<file path="config.mk">
export PLATFORM = sky130hd
export DESIGN_NAME = fetch_stage
export DESIGN_NICKNAME = d
export VERILOG_FILES = /design/src/rtl/fetch_stage_pkg.sv /design/src/rtl/fetch_stage_pc_register.sv /design/src/rtl/fetch_stage.sv
export SDC_FILE = /design/constraint.sdc
export NUM_CORES = 1
export LEC_CHECK = 0
export BUFFER_PORTS_ARGS = -buffer_cell sky130_fd_sc_hd__buf_4
export CORE_MARGIN = 5
export CORE_UTILIZATION = 55
export DETAILED_ROUTE_END_ITERATION = 10
export GPL_TIMING_DRIVEN = 0
export PLACE_DENSITY = 0.88
export SETUP_SLACK_MARGIN = 0.02
export SLEW_MARGIN = 0
export SYNTH_ARGS = -nofsm -noshare
export SYNTH_HDL_FRONTEND = slang
export SYNTH_SLANG_ARGS = --single-unit
</file>
<file path="constraint.sdc">
create_clock -name Clk -period 5.2 [get_ports Clk]
set_input_delay 1.04 -clock Clk [delete_from_list [all_inputs] [get_ports Clk]]
set_output_delay 1.04 -clock Clk [all_outputs]
set_load 0.01 [all_outputs]
</file>
<file path="src/rtl/fetch_stage_pkg.sv">
// Shared definitions for the instruction-fetch stage: IF/ID bus layout,
// the injected NOP word and the boot/run state encoding.
package fetch_stage_pkg;

    localparam int INPORT_MSB = 68;
    localparam int ADDR_MSB   = 52;
    localparam int INSTR_MSB  = 20;
    localparam int INT_BIT    = 4;
    localparam int MEMRD_BIT  = 3;
    localparam int RDST_MSB   = 2;

    localparam logic [15:0] NOP_WORD = 16'h0000;

    typedef enum logic [1:0] {
        BOOT_HI = 2'd0,
        BOOT_LO = 2'd1,
        RUN     = 2'd2
    } fetch_state_e;

endpackage

</file>
<file path="src/rtl/fetch_stage_pc_register.sv">
// Program counter with boot-vector loading (high half, then low half)
// and the run-time next-PC selection: jump > stall > flush > increment.
module pc_register
    import fetch_stage_pkg::*;
(
    input  logic         clk_i,
    input  logic         rst_ni,
    input  logic [15:0]  instr_data_i,
    input  logic         stall_i,
    input  logic         flush_i,
    input  logic         jump_i,
    input  logic [31:0]  jump_target_i,
    output fetch_state_e state_o,
    output logic [31:0]  pc_o
);

    fetch_state_e state_q, state_d;
    logic [31:0]  pc_q, pc_d;

    always_ff @(posedge clk_i or negedge rst_ni) begin
        if (!rst_ni) begin
            state_q <= BOOT_HI;
            pc_q    <= 32'd0;
        end else begin
            state_q <= state_d;
            pc_q    <= pc_d;
        end
    end

    // Boot states ignore redirects; a flush or stall simply leaves the PC alone.
    always_comb begin
        state_d = state_q;
        pc_d    = pc_q;
        unique case (state_q)
            BOOT_HI: begin
                pc_d    = {instr_data_i, pc_q[15:0]};
                state_d = BOOT_LO;
            end
            BOOT_LO: begin
                pc_d    = {pc_q[31:16], instr_data_i};
                state_d = RUN;
            end
            RUN: begin
                if (jump_i) begin
                    pc_d = jump_target_i;
                end else if (!stall_i && !flush_i) begin
                    pc_d = pc_q + 32'd1;
                end
            end
            default: begin
                state_d = BOOT_HI;
            end
        endcase
    end

    assign state_o = state_q;
    assign pc_o    = pc_q;

endmodule

</file>
<file path="src/rtl/fetch_stage.sv">
// Instruction-fetch stage: drives instruction memory, latches interrupts
// and produces the registered IF/ID bus for the decode stage.
module fetch_stage
    import fetch_stage_pkg::*;
#(
    parameter int               PC_W      = 32,
    parameter int               INSTR_W   = 16,
    parameter logic [PC_W-1:0]  BOOT_ADDR = '0
) (
    input  logic               Clk,
    input  logic               Rst,
    output logic [PC_W-1:0]    InstrAddr,
    input  logic [INSTR_W-1:0] InstrData,
    input  logic [INSTR_W-1:0] InPort,
    input  logic               IntReq,
    input  logic               Stall,
    input  logic               Flush,
    input  logic               JumpTaken,
    input  logic [PC_W-1:0]    JumpTarget,
    input  logic               IdExMemRead,
    input  logic [2:0]         IdExRdst,
    output logic [68:0]        Out
);

    fetch_state_e       state;
    logic [PC_W-1:0]    pc;
    logic [PC_W-1:0]    pcPlusOne;

    logic [INSTR_W-1:0] inport_q, inport_d;
    logic [PC_W-1:0]    addr_q, addr_d;
    logic [INSTR_W-1:0] instr_q, instr_d;
    logic               tag_q, tag_d;
    logic               pending_q, pending_d;

    pc_register u_pc_register (
        .clk_i         (Clk),
        .rst_ni        (Rst),
        .instr_data_i  (InstrData),
        .stall_i       (Stall),
        .flush_i       (Flush),
        .jump_i        (JumpTaken),
        .jump_target_i (JumpTarget),
        .state_o       (state),
        .pc_o          (pc)
    );

    assign pcPlusOne = pc + PC_W'(1);

    always_comb begin
        InstrAddr = pc;
        unique case (state)
            BOOT_HI: InstrAddr = BOOT_ADDR;
            BOOT_LO: InstrAddr = BOOT_ADDR + PC_W'(1);
            default: ;
        endcase
    end

    // A pending interrupt rides only on a real fetched instruction; any NOP slot defers it.
    always_comb begin
        inport_d  = inport_q;
        addr_d    = addr_q;
        instr_d   = instr_q;
        tag_d     = tag_q;
        pending_d = pending_q | IntReq;
        if (state != RUN || JumpTaken) begin
            instr_d = NOP_WORD;
            tag_d   = 1'b0;
        end else if (!Stall) begin
            addr_d   = pcPlusOne;
            inport_d = InPort;
            if (Flush) begin
                instr_d = NOP_WORD;
                tag_d   = 1'b0;
            end else begin
                instr_d   = InstrData;
                tag_d     = pending_q;
                pending_d = IntReq;
            end
        end
    end

    always_ff @(posedge Clk or negedge Rst) begin
        if (!Rst) begin
            inport_q  <= '0;
            addr_q    <= '0;
            instr_q   <= NOP_WORD;
            tag_q     <= 1'b0;
            pending_q <= 1'b0;
        end else begin
            inport_q  <= inport_d;
            addr_q    <= addr_d;
            instr_q   <= instr_d;
            tag_q     <= tag_d;
            pending_q <= pending_d;
        end
    end

    assign Out[INPORT_MSB:ADDR_MSB+1] = inport_q;
    assign Out[ADDR_MSB:INSTR_MSB+1]  = addr_q;
    assign Out[INSTR_MSB:INT_BIT+1]   = instr_q;
    assign Out[INT_BIT]               = tag_q;
    assign Out[MEMRD_BIT]             = IdExMemRead;
    assign Out[RDST_MSB:0]            = IdExRdst;

endmodule

</file>
* After elaboration in Yosys (flattened, before gate mapping)
Index checks and enable logic that the tools add are counted.
** Cells by class
- Bitwise logic cells :: 5
- Muxes and demuxes :: 14
- Equal/unequal tests :: 5
- Reductions and logical operators :: 10
- $add $sub $neg :: 1
** Operators by type and width (count)
- one-hot mux 32 bit (3 select lines) :: 1
- two-way mux 32 bit :: 2
- one-hot mux 32 bit (2 select lines) :: 1
- two-way mux 16 bit :: 3
- adder 32 x 1 -> 32 bit, second input constant :: 1
- two-way mux 1 bit :: 6
- one-hot mux 2 bit (3 select lines) :: 1
- AND reduction 3 bit :: 2
- inverter 1 bit :: 4
- nonzero test 2 bit :: 2
- inequality test 3 x 2 -> 1 bit, second input constant :: 1
- == test 2 x 1 -> 1 bit, second input constant :: 1
- == test 2 bit, second input constant :: 1
- logical NOT 1 bit :: 2
- logical NOT 2 bit :: 1
- inequality test 2 x 1 -> 1 bit, second input constant :: 1
- inequality test 2 bit, second input constant :: 1
- AND reduction 2 bit :: 1
- logical AND 1 bit :: 1
- logical OR 1 bit :: 1
- bitwise OR 1 bit :: 1
** Storage, ports and cells
- Input bits :: 74
- Flip-flop bits (word level) :: 100
- Logic and storage cells :: 43
- Output and inout port bits :: 101

* Longest topological paths before layout
- Depth after elaboration :: 5
- Mapped depth :: 9
- Gate-level depth less buffers :: 7

* By module
Synthesis repeated with hierarchy kept, for this count alone.
** Unflattened totals
- Cell total of the unflattened synthesis :: 661
- Area total of the unflattened synthesis :: 6033.3 um2
** By module, submodules not included
- fetch_stage :: seq. area each 1651.6 um2, times used 1, cells each 357, area an instance 3407.0 um2
- pc_register :: seq. area each 850.8 um2, times used 1, cells each 304, area an instance 2626.3 um2

* Worst setup path before layout
Ideal clock, no wire load.
- Path kind :: input to register
- Start :: input port JumpTaken
- End :: register addr_q[12]
- Data required time :: 5.063 ns
- Stages on the path :: 8
- Arrival :: 2.542 ns
- Library setup time :: 0.137 ns
- Buffers on the path :: 5
- Path slack :: 2.521 ns
- Path through :: clkbuf_1 -> nand2b_1 -> clkbuf_1 -> nor2_1 -> clkbuf_1 -> buf_2 -> buf_1 -> a21oi_1
** Between the ends
- Longest elaborated chain between the ends :: 3
** RTL lines
- start: declaration :: line fetch_stage.sv:18 : input logic JumpTaken,
- logical OR 1 bit :: line fetch_stage.sv:65 : if (state != RUN || JumpTaken) begin
- inverter 1 bit (no line)
- AND reduction 2 bit (no line)
- end signal: assignment :: line fetch_stage.sv:91 : addr_q <= addr_d;
- end: declaration :: line fetch_stage.sv:30 : logic [PC_W-1:0] addr_q, addr_d;
No other way between the ends.
A chain may end at the register's enable or synchronous reset.

* Worst setup path in the final report
- Start :: register u_pc_register.state_q[1], in the netlist u_pc_register.state_o[1]
- End :: output port InstrAddr[26]
** Between the ends
- Longest elaborated chain between the ends :: 2
- Elaborated cells between the ends (all ways) :: 3
- Classes of those cells :: eq/ne (1); mux (1); reduce/logical (1)
** RTL lines
- start: declaration :: line fetch_stage_pc_register.sv:17 : fetch_state_e state_q, state_d;
- start signal: assignment :: line fetch_stage_pc_register.sv:25 : state_q <= state_d;
- == test 2 x 1 -> 1 bit or logical NOT 2 bit (tied branches) :: line fetch_stage.sv:51 : unique case (state)
- one-hot mux 32 bit (2 select lines) * :: line fetch_stage.sv:51
- end: declaration :: line fetch_stage.sv:12 : output logic [PC_W-1:0] InstrAddr,
Mark *: on every way between the ends. The rest lies on a longest branch, timed or not.

==> flow_summary.ini <==
[outcome]
status = complete, no violations

[clock_network]
clk_latency_ns = 0.37
clk_path_buf_depth = 2
cts_hold_buf = 0
clock-root-buffer = clkbuf_8
cts_buffers = 9
cts.clk_slew.worst_paths_ns = 0.10
cts_sinks = 100
cts_htree_levels = 3
cts-resized-gates = 0
cts_tree = built
post_cts_buffers = 0

[global_route]
grt_usage_pct = 29.5
gr-total-overflow = 0
grt_pass1_wl_mm = 26.5
grt_pass1_vias = 5010
grt_max_degree = 101
antenna_found_initial = 0

[sta]
rsz0062_at_grt = no
worst_slew_pin_slew_ns = 0.948
fin_setup_tns_ns = 0
slew-limit-headroom_pct = 36.3
post-route-period-util_pct = 72.8
finalHoldViolCount = 0
period_needed_ns = 3.78
setup_viol = 0
whs_ns = 0.514
drv_slew = 0
fin_skew_ns = 0.0142
fmaxAchievable_ghz = 0.264
setup_slack_ns = 1.42

[setup_path]
r2r-start = u_pc_register.state_o[0]$_DFFE_PN0N_
r2r_slack_ns = 2.45
path_max_fanout = 10
critPathRequiredTime_ns = 4.16
path_class = register to output port
cp-end-kind = output port
r2r-end = addr_q[24]$_DFFE_PN0P_
crit_path_end = InstrAddr[26]
arrival_ns = 2.74
cp-startpoint = u_pc_register.state_o[1]$_DFFE_PN0N_
start_kind = register
rr_worst_depth = 9

[power_and_ir_drop]
fin_total_pwr_uw = 2030
ir_drop_v = 0.000186
cellPowerDensity_nw_per_um2 = 296
p_leak_uw = 0.00312

[detailed_routing]
first_iter_violations = 426
wl_met2_mm = 7.70
wl_met1_mm = 6.77
vias = 5042
finalWirelength_mm = 16.9
first_pass_iters = 5
top_layer_used = met4
drc = 0
avgViaCountPerCell = 5.97
detail_route.wl_per_cell_um = 20.0
ant_nets = 0
route.met3.wl_mm = 1.92

[place]
gp_congestion = 0.909
dp_slack_ns = 1.83
dp_hpwl_mm = 12.8
place_area_um2 = 6660
port_buffers = 169

[logic_synthesis]
yosysUniqueCellTypes = 53
synth.area.top_cells = dfrtp_1, mux2_2, a21oi_1
seq_area_frac_synth_pct = 47.8
avgSynthCellArea_um2 = 9.81
yosysWarningCount = 0
synth_edf_count = 0
async_flop_share_pct = 100
ys_ff_latch = 100
synth_ff_type = dfrtp_1
synth_area_um2 = 5230
syn_inst = 533
netlist.area_leader.share_pct = 47.8
synth_top_area_cell = dfrtp_1
synth_fp_nets = 611

[layout]
fin_nets = 791
fin_area_um2 = 6850
layout_commonest_cell = buf_4
multi_input_area_um2 = 2500
area_growth_pct = 30.9
antenna_cells = 0
drive_gt1_share_pct = 31.1
final_cell_mix = buf_4, dfrtp_1, nor2_1
final-seq-area_um2 = 2500
fillers = 700

[floorplan]
die_w_um = 108
die_height_um = 108
initial_utilization_pct = 56.6
ios = 175
coreArea_um2 = 9240
die_area_um2 = 11600
num_rows = 35

[worst_hold_path]
holdPathStages = 1
hp-class = register to register

[job]
drv_cap = 0
==> layer usage <==
layer | vias up | global-route usage [%]
li1 | 2264 | -
met1 | 2436 | 41.2
met2 | 301 | 44.9
met3 | 41 | 8.04
met4 | 0 | 9.11
met5 | - | 0
==> cell usage after synthesis (2+ instances only) <==
cell	count
dfrtp_1	100
nor2_1	53
a21oi_1	43
nand2_1	39
and2_1	27
a22o_1	23
clkbuf_1	22
mux2_2	22
o21ai_0	19
xnor2_1	19
inv_1	15
nor3_1	13
a22oi_1	12
xor2_1	11
nand3_1	9
o221ai_1	9
buf_4	8
o31a_1	7
nand4_1	6
o22ai_1	6
o2bb2ai_1	5
and4_1	4
ha_1	4
nor4_1	4
o31ai_1	4
a21o_1	3
a221oi_1	3
and3_1	3
buf_1	3
buf_2	3
mux2i_1	3
nor2b_1	3
o21bai_1	3
a222oi_1	2
a31oi_1	2
nand4b_1	2
o32a_1	2
or4_4	2
==> worst max-delay path, stage by stage, from the launching register on <==
cell      delay, ns
dfrtp_1        0.42
inv_1          0.08
ha_1           0.21
clkbuf_1       0.26
nor2_1         0.55
clkbuf_1       0.52
and2_1         0.22
buf_4          0.12
==> metrics by stage <==
step | utilization [%] | cells
4_1_cts | 74.0 | 845
5_1_grt | 74.1 | 845
6_report | 74.1 | 845
3_3_place_gp | 72.1 | 831
3_5_place_dp | 72.1 | 831
2_1_floorplan | - | 533
==> sequential cells by signal (all words and copies together) (netlist names) <==
register	cells
addr_q	32
u_pc_register.pc_o	32
inport_q	16
instr_q	16
u_pc_register.state_o	2
pending_q	1
tag_q	1
==> power breakdown <==
group / switching (µW) / internal, µW / leakage [µW]
Sequential: 92.8 / 880 / 0.00121
Clock: 273 / 218 / 0.0000805
Combinational: 276 / 287 / 0.00183
==> worst min path at each step <==
stage / from / end / slack (ns)
4_1_cts: instr_q[9]$_DFFE_PN0P_ / instr_q[9]$_DFFE_PN0P_ / 0.51
5_1_grt: instr_q[10]$_DFFE_PN0P_ / instr_q[10]$_DFFE_PN0P_ / 0.52
6_report: instr_q[9]$_DFFE_PN0P_ / instr_q[9]$_DFFE_PN0P_ / 0.51
3_5_place_dp: instr_q[9]$_DFFE_PN0P_ / instr_q[9]$_DFFE_PN0P_ / 0.48
2_1_floorplan: tag_q$_DFFE_PN0P_ / tag_q$_DFFE_PN0P_ / 0.47
3_3_place_gp: pending_q$_DFF_PN0_ / tag_q$_DFFE_PN0P_ / 0.48
==> final cells by class <==
cell class                      count  area share, %
Clock inverter                      4          0.768
Clock buffer                       10           1.86
Timing Repair Buffer              169           18.6
Tap cell                          129           2.36
Buffer                             36           2.47
Inverter                           16          0.877
Sequential cell                   100           36.6
Multi-Input combinational cell    381           36.5
==> cells by family (layout without fill, tap and decap cells) <==
| group | after synthesis | in the layout | share of synthesized area (%) |
|---|---|---|---|
| buffers and inverters | 52 | 235 | 4.38 |
| DFF | 100 | 100 | 47.8 |
| muxes | 25 | 25 | 5.31 |
| adders and majority gates | 4 | 4 | 0.957 |
| AOI/OAI and AO/OA | 148 | 148 | 19.4 |
| xor gates and xnor gates | 30 | 30 | 5.02 |
| and+or+nand+nor | 174 | 174 | 17.1 |
No activity file was read; power rests on OpenSTA's default activity.
